## config.mk

```make
export PLATFORM = sky130hd
export DESIGN_NAME = voice_scheduler
export DESIGN_NICKNAME = d
export VERILOG_FILES = /design/src/rtl/voice_scheduler.sv
export SDC_FILE = /design/constraint.sdc
export NUM_CORES = 1
export LEC_CHECK = 0
export ABC_AREA = 1
export CORE_MARGIN = 2
export CORE_UTILIZATION = 51
export CTS_CLUSTER_SIZE = 40
export DETAILED_ROUTE_END_ITERATION = 10
export PLACE_DENSITY = 0.84
export SLEW_MARGIN = 5
export SYNTH_ARGS = -nofsm -noshare
export SYNTH_HDL_FRONTEND = slang
export SYNTH_SLANG_ARGS = --single-unit
```

## constraint.sdc

```tcl
create_clock -name clk_i -period 1.4 [get_ports clk_i]
set_input_delay 0.28 -clock clk_i [delete_from_list [all_inputs] [get_ports clk_i]]
set_output_delay 0.28 -clock clk_i [all_outputs]
set_load 0.005 [all_outputs]
```

## src/rtl/voice_scheduler.sv

```systemverilog
// -----------------------------------------------------------------------------
// voice_scheduler
//
// Per-sample sequencer for the shared envelope generator, plus arbiter for the
// single shared multiplier.
//
// Sequencer: on each sample tick it walks voices 0..NUM_VOICES-1 through the
// envelope unit. Each voice gets a one-cycle start pulse. The scheduler then
// waits for env_ready_i, or gives up after TIMEOUT_CYCLES cycles.
//
// Arbiter: it grants the multiplier to the envelope path or the filter path.
// When both are waiting it alternates between them. It routes mult_ready_i back
// to the current owner only.
//
// The two halves run independently. A frame boundary does not reset the
// arbiter.
//
// Optional feature macro: VOICE_MASK_EN
//   Defined   : adds voice_en_i. Disabled voices are skipped with no start
//               pulse and no cycles spent.
//   Undefined : every voice is processed.
//
// Ports:
//   clk_i             clock
//   rst_i             synchronous active-high reset
//   sample_tick_i     one-cycle pulse that starts a frame
//   status_clr_i      clears the sticky overrun/timeout flags
//   env_start_o       one-cycle start pulse to the envelope unit
//   env_voice_idx_o   voice index currently being sequenced
//   env_ready_i       envelope done for the current voice
//   voice_en_i        per-voice enable (VOICE_MASK_EN only)
//   mult_req_env_i    envelope multiply request pulse
//   mult_req_flt_i    filter multiply request pulse
//   mult_start_o      one-cycle start to the multiplier (grant cycle)
//   mult_sel_o        operand mux select, 0 = envelope, 1 = filter
//   mult_ready_i      multiplier result valid
//   env_mult_ready_o  mult_ready_i routed to the envelope owner
//   flt_mult_ready_o  mult_ready_i routed to the filter owner
//   busy_o            frame in progress
//   frame_done_o      one-cycle pulse after the last voice completes
//   overrun_o         sticky: a tick arrived while busy
//   timeout_o         sticky: a voice timed out
// -----------------------------------------------------------------------------
module voice_scheduler #(
    parameter int NUM_VOICES     = 3,
    parameter int TIMEOUT_CYCLES = 255
) (
    input  logic                  clk_i,
    input  logic                  rst_i,
    input  logic                  sample_tick_i,
    input  logic                  status_clr_i,
    output logic                  env_start_o,
    output logic [1:0]            env_voice_idx_o,
    input  logic                  env_ready_i,
`ifdef VOICE_MASK_EN
    input  logic [NUM_VOICES-1:0] voice_en_i,
`endif
    input  logic                  mult_req_env_i,
    input  logic                  mult_req_flt_i,
    output logic                  mult_start_o,
    output logic                  mult_sel_o,
    input  logic                  mult_ready_i,
    output logic                  env_mult_ready_o,
    output logic                  flt_mult_ready_o,
    output logic                  busy_o,
    output logic                  frame_done_o,
    output logic                  overrun_o,
    output logic                  timeout_o
);

    typedef enum logic [1:0] {
        SEQ_IDLE  = 2'd0,
        SEQ_START = 2'd1,
        SEQ_WAIT  = 2'd2,
        SEQ_DONE  = 2'd3
    } seq_state_t;

    typedef enum logic {
        ARB_FREE = 1'b0,
        ARB_BUSY = 1'b1
    } arb_state_t;

    // ---------------------------------------------------------------- state
    seq_state_t r_seq_state;
    logic [1:0] r_idx;
    logic [7:0] r_cnt;
    logic       r_env_start;
    logic       r_busy;
    logic       r_frame_done;
    logic       r_overrun;
    logic       r_timeout;

    arb_state_t r_arb_state;
    logic       r_pend_env;
    logic       r_pend_flt;
    logic       r_last_grant;   // 0 = envelope, 1 = filter
    logic       r_mult_sel;

    // ---------------------------------------------------------------- wires
    logic       w_first_valid;
    logic [1:0] w_first_idx;
    logic       w_next_valid;
    logic [1:0] w_next_idx;
    logic       w_timeout_hit;
    logic       w_advance;
    logic       w_grant_valid;
    logic       w_grant_sel;

    // Voice selection: first voice of a frame and the voice after r_idx
    always_comb begin
        w_first_valid = 1'b0;
        w_first_idx   = 2'd0;
        w_next_valid  = 1'b0;
        w_next_idx    = 2'd0;
`ifdef VOICE_MASK_EN
        // Walk downwards so the lowest qualifying index is the one that sticks.
        for (int v = NUM_VOICES - 1; v >= 0; v--) begin
            if (voice_en_i[v]) begin
                w_first_valid = 1'b1;
                w_first_idx   = 2'(v);
            end else begin
                w_first_valid = w_first_valid;
            end
            if (voice_en_i[v] && (v > int'(r_idx))) begin
                w_next_valid = 1'b1;
                w_next_idx   = 2'(v);
            end else begin
                w_next_valid = w_next_valid;
            end
        end
`else
        w_first_valid = 1'b1;
        w_first_idx   = 2'd0;
        if (int'(r_idx) < (NUM_VOICES - 1)) begin
            w_next_valid = 1'b1;
            w_next_idx   = r_idx + 2'd1;
        end else begin
            w_next_valid = 1'b0;
            w_next_idx   = 2'd0;
        end
`endif
    end

    // Wait-state exits: a ready or an expired timeout both move to the next voice
    always_comb begin
        w_timeout_hit = (r_seq_state == SEQ_WAIT) && !env_ready_i &&
                        (r_cnt == 8'(TIMEOUT_CYCLES - 1));
        w_advance     = (r_seq_state == SEQ_WAIT) && (env_ready_i || w_timeout_hit);
    end

    // Envelope sequencer FSM with registered outputs and sticky status flags
    always_ff @(posedge clk_i) begin
        if (rst_i) begin
            r_seq_state  <= SEQ_IDLE;
            r_idx        <= 2'd0;
            r_cnt        <= 8'd0;
            r_env_start  <= 1'b0;
            r_busy       <= 1'b0;
            r_frame_done <= 1'b0;
            r_overrun    <= 1'b0;
            r_timeout    <= 1'b0;
        end else begin
            r_env_start  <= 1'b0;
            r_frame_done <= 1'b0;

            // Set wins over a simultaneous clear. r_busy is also high in
            // SEQ_DONE, so a tick coinciding with frame_done_o counts.
            if (sample_tick_i && r_busy) begin
                r_overrun <= 1'b1;
            end else if (status_clr_i) begin
                r_overrun <= 1'b0;
            end else begin
                r_overrun <= r_overrun;
            end

            if (w_timeout_hit) begin
                r_timeout <= 1'b1;
            end else if (status_clr_i) begin
                r_timeout <= 1'b0;
            end else begin
                r_timeout <= r_timeout;
            end

            case (r_seq_state)
                SEQ_IDLE: begin
                    if (sample_tick_i) begin
                        r_idx  <= w_first_idx;
                        r_busy <= 1'b1;
                        if (w_first_valid) begin
                            r_seq_state <= SEQ_START;
                            r_env_start <= 1'b1;
                        end else begin
                            // No voice enabled: the frame ends immediately.
                            r_seq_state  <= SEQ_DONE;
                            r_frame_done <= 1'b1;
                        end
                    end else begin
                        r_seq_state <= SEQ_IDLE;
                    end
                end
                SEQ_START: begin
                    r_cnt       <= 8'd0;
                    r_seq_state <= SEQ_WAIT;
                end
                SEQ_WAIT: begin
                    if (w_advance) begin
                        if (w_next_valid) begin
                            r_idx       <= w_next_idx;
                            r_seq_state <= SEQ_START;
                            r_env_start <= 1'b1;
                        end else begin
                            r_seq_state  <= SEQ_DONE;
                            r_frame_done <= 1'b1;
                        end
                    end else begin
                        r_cnt <= r_cnt + 8'd1;
                    end
                end
                SEQ_DONE: begin
                    r_busy      <= 1'b0;
                    r_seq_state <= SEQ_IDLE;
                end
                default: begin
                    r_busy      <= 1'b0;
                    r_seq_state <= SEQ_IDLE;
                end
            endcase
        end
    end

    // Grant decision: round-robin on contention, direct grant otherwise
    always_comb begin
        w_grant_valid = (r_arb_state == ARB_FREE) && (r_pend_env || r_pend_flt);
        if (r_pend_env && r_pend_flt) begin
            w_grant_sel = ~r_last_grant;
        end else if (r_pend_flt) begin
            w_grant_sel = 1'b1;
        end else begin
            w_grant_sel = 1'b0;
        end
    end

    // Multiplier arbiter FSM and pending-request latches
    always_ff @(posedge clk_i) begin
        if (rst_i) begin
            r_arb_state  <= ARB_FREE;
            r_pend_env   <= 1'b0;
            r_pend_flt   <= 1'b0;
            r_last_grant <= 1'b1;
            r_mult_sel   <= 1'b0;
        end else begin
            // Requests are only ever latched here. A request in a FREE cycle is
            // therefore granted on the following cycle. A new pulse overrides
            // the clear of the owner's own flag in the grant cycle.
            r_pend_env <= (r_pend_env & ~(w_grant_valid & ~w_grant_sel)) | mult_req_env_i;
            r_pend_flt <= (r_pend_flt & ~(w_grant_valid &  w_grant_sel)) | mult_req_flt_i;

            case (r_arb_state)
                ARB_FREE: begin
                    if (w_grant_valid) begin
                        r_mult_sel   <= w_grant_sel;
                        r_last_grant <= w_grant_sel;
                        r_arb_state  <= ARB_BUSY;
                    end else begin
                        r_arb_state <= ARB_FREE;
                    end
                end
                ARB_BUSY: begin
                    if (mult_ready_i) begin
                        r_arb_state <= ARB_FREE;
                    end else begin
                        r_arb_state <= ARB_BUSY;
                    end
                end
                default: begin
                    r_arb_state <= ARB_FREE;
                end
            endcase
        end
    end

    // ---------------------------------------------------------------- outputs
    assign env_start_o      = r_env_start;
    assign env_voice_idx_o  = r_idx;
    assign busy_o           = r_busy;
    assign frame_done_o     = r_frame_done;
    assign overrun_o        = r_overrun;
    assign timeout_o        = r_timeout;
    assign mult_sel_o       = r_mult_sel;
    // The start pulse marks the grant cycle and decodes registered state only.
    assign mult_start_o     = w_grant_valid;
    // The ready path is combinational. It reaches only the owner, and only
    // while the multiplier is owned.
    assign env_mult_ready_o = mult_ready_i && (r_arb_state == ARB_BUSY) && !r_mult_sel;
    assign flt_mult_ready_o = mult_ready_i && (r_arb_state == ARB_BUSY) &&  r_mult_sel;

endmodule

```

==> qor.csv <==
metric;value;unit
outcome;completed;
finalCriticalPeriod;1.36;ns
syn2layout_area_growth;39.7;%
via_per_inst;5.26;
hold_viol;0;
antenna_found_initial;0;
critPathLaunchType;flop;
cts_tree;yes;
rows;16;
clk_latency;0.33;ns
fin_ws;0.0384;ns
clk_pin_slew;0.13;ns
numClockSinks;22;
arrival;1.63;ns
synth_top_area_share;39.7;%
io_pins;19;
crit_chain;inv_2, ha_2, inv_2, nor2_2, nand2_2, nand3_4, buf_6, inv_2, nand2_2, a21oi_2;
drt_iter0_markers;25;
syn-cell-area;1110;um2
met3_usage;3.57;%
worstSetupPathType;flop to flop;
grt_pass1_vias;1109;
cap_violations;0;
die_h;50.7;um
worst-r2r-setup-slack;0.04;ns
placedInstanceArea;1430;um2
grt-busiest-layer;met2;
yosysTopAreaCell;dfxtp_1;
rr_worst_depth;10;
design.core.area;2000;um2
setup_viol;0;
synth_edf_count;0;
hold_end;overrun_o;
num_vias;1183;
clock.fmax;734;MHz
synthesis.instances;155;
grtUsageTotal;24.1;%
grt-ovfl-total;0;
worst_slew_pin_slew;0.242;ns
r2r-start;r_cnt[0];
drc_errors;0;
ir_drop;0.739;mV
cts-buffers-inserted;3;
min_path_cells;2;
power.total;0.00161;W
final_net_count;209;
synth-seq-cells;22;
die_area;2570;um2
synth.area.top_cells;dfxtp_1, nand2_1, inv_1;
drive_gt1_share;32.3;%
yosysSeqAreaShare;39.7;%
synth_nets;165;
post-synth-top-count-cell;nand2_1;
cp_common_cell;inv_2;
p_leak;0.727;nW
avgSynthCellArea;7.16;um2
slew_headroom;83.8;%
fin_area;1550;um2
firstDrtPassIters;4;
root_buffer;clkbuf_4;
slowest_delay;0.36;ns
die_w;50.7;um
fin_util;77.4;%
worstPathRequired;1.67;ns
fin_skew;0.00536;ns
antenna_cells;0;
synth.distinct_cells;26;
rr_endpoint;r_cnt[1];
synthArstFlopShare;0;%
fin_crit_sh;97.3;%
critical-path-slowest-cell;dfxtp_2;
grt_pass1_wl;4.62;mm
fillers;146;
dpl.hpwl;2.01;mm
hp-class;flop to flop;
wl_per_cell;13.2;um
initial_utilization;55.4;%
use_met2;43.2;%
htreeDepth;1;
yosysWarnings;0;
final_cell_count_no_fill;225;
powerDensity;1040;nW/um2
grt_max_degree;14;
gp_congestion;0.861;
critPathMaxFanout;8;
synthTopCellsByCount;nand2_1, inv_1, dfxtp_1, nor2_1, a21oi_1;
antenna_left;0;
maxSlewViolCount;0;
synth_top_flop_cell;dfxtp_1;
met1_usage;27.0;%
port-buffer-count;18;
placed_cells;214;
hold_path.startpoint;overrun_o;
dpl_worst_slack;-0.323;ns
clockBufferDepth;2;
wirelength;2.97;mm
critical_path.endpoint_type;flop;
==> metal layers <==
layer / vias up / share of wire, % / wire length, um
li1: 583 / - / -
met1: 546 / 40 / 1190
met2: 43 / 52 / 1550
met3: 11 / 4.6 / 136
met4: 0 / 3.1 / 92
met5: - / 0 / 0
==> state kept, by name, indices dropped and copies added, names as in the netlist <==
register,flops
overrun_o,1
r_pend_env,1
r_arb_state,1
r_last_grant,1
env_start_o,1
env_voice_idx_o,2
r_pend_flt,1
timeout_o,1
busy_o,1
mult_sel_o,1
frame_done_o,1
r_seq_state,2
r_cnt,8
==> through the flow <==
step,hold WS [ns],setup TNS [ns]
CTS,0.468,0
finish,0.465,0
global placement,0.445,-0.620
global route,0.490,-0.0766
detailed placement,0.457,-0.836
floorplan,0.397,0
==> cell usage in the layout, fill, tap and decap left out, types with 2 or more instances in the layout <==
master / n
buf_2: 2
inv_2: 4
nand2_1: 29
nand3_1: 12
nand4_1: 3
clkdlybuf4s50_1: 6
o21ai_0: 3
a21oi_2: 4
clkbuf_4: 3
nor2_2: 3
nand2_2: 4
nand3_4: 2
dfxtp_2: 9
ha_2: 2
nor2_1: 16
buf_6: 3
buf_4: 20
dlygate4sd2_1: 9
nor3_1: 2
o21ai_1: 4
a21oi_1: 12
nand2_4: 2
inv_1: 21
dfxtp_1: 12
==> area by class of cell <==
| type | count | area [um2] | area share (%) |
|---|---|---|---|
| multi-input combinational | 104 | 567 | 36.6 |
| sequential | 22 | 455 | 29.4 |
| timing repair buffer | 41 | 338 | 21.8 |
| inverter | 27 | 104 | 6.70 |
| tap | 27 | 33.8 | 2.18 |
| clock inverter | 1 | 30.0 | 1.94 |
| clock buffer | 3 | 22.5 | 1.45 |
==> repair_timing <==
| action | 4_1_cts | 5_1_grt |
|---|---|---|
| setup buffers | 6 | 1 |
| setup endpoints to repair | 17 | 13 |
| pin swaps | 2 | 3 |
| hold endpoints to repair | 0 | 0 |
| hold buffers | 0 | 0 |
| resized for setup | 32 | 12 |
==> where the power goes <==
| group | internal, W | total [W] | leakage (nW) | switching (W) |
|---|---|---|---|---|
| logic | 0.000175 | 0.000383 | 0.515 | 0.000207 |
| clock network | 0.000290 | 0.000506 | 0.0279 | 0.000216 |
| registers | 0.000683 | 0.000724 | 0.184 | 0.0000411 |
| total | 0.00115 | 0.00161 | 0.727 | 0.000464 |
==> critical path: cells and delay by family (launching register included) <==
| kind | cells | cell delay, ns |
|---|---|---|
| AND/OR/NAND/NOR | 4 | 0.31 |
| flip-flops | 1 | 0.36 |
| adder cells (fa/ha/maj) | 1 | 0.18 |
| buffers and inverters | 4 | 0.34 |
| AO/OA/AOI/OAI | 1 | 0.12 |
==> logic make-up (layout without fill, tap and decap cells) <==
group,count (synthesis),count (layout),share of synthesized area [%]
AND/OR/NAND/NOR,75,75,33.3
buffers and inverters,29,72,11.0
AO/OA/AOI/OAI,27,27,13.8
flip-flops,22,22,39.7
adder cells (fa/ha/maj),2,2,2.25
==> worst max-delay path by stage <==
stage,from,end,slack (ns)
after floorplan,r_cnt[0],env_voice_idx_o[1],0.11
after global placement,mult_ready_i,env_mult_ready_o,-0.28
after detailed placement,mult_ready_i,env_mult_ready_o,-0.32
after CTS,r_cnt[0],r_cnt[3],0.003
after global routing,r_cnt[0],r_cnt[0],-0.03
final,r_cnt[0],r_cnt[1],0.04
(Power assumes the default switching activity.)
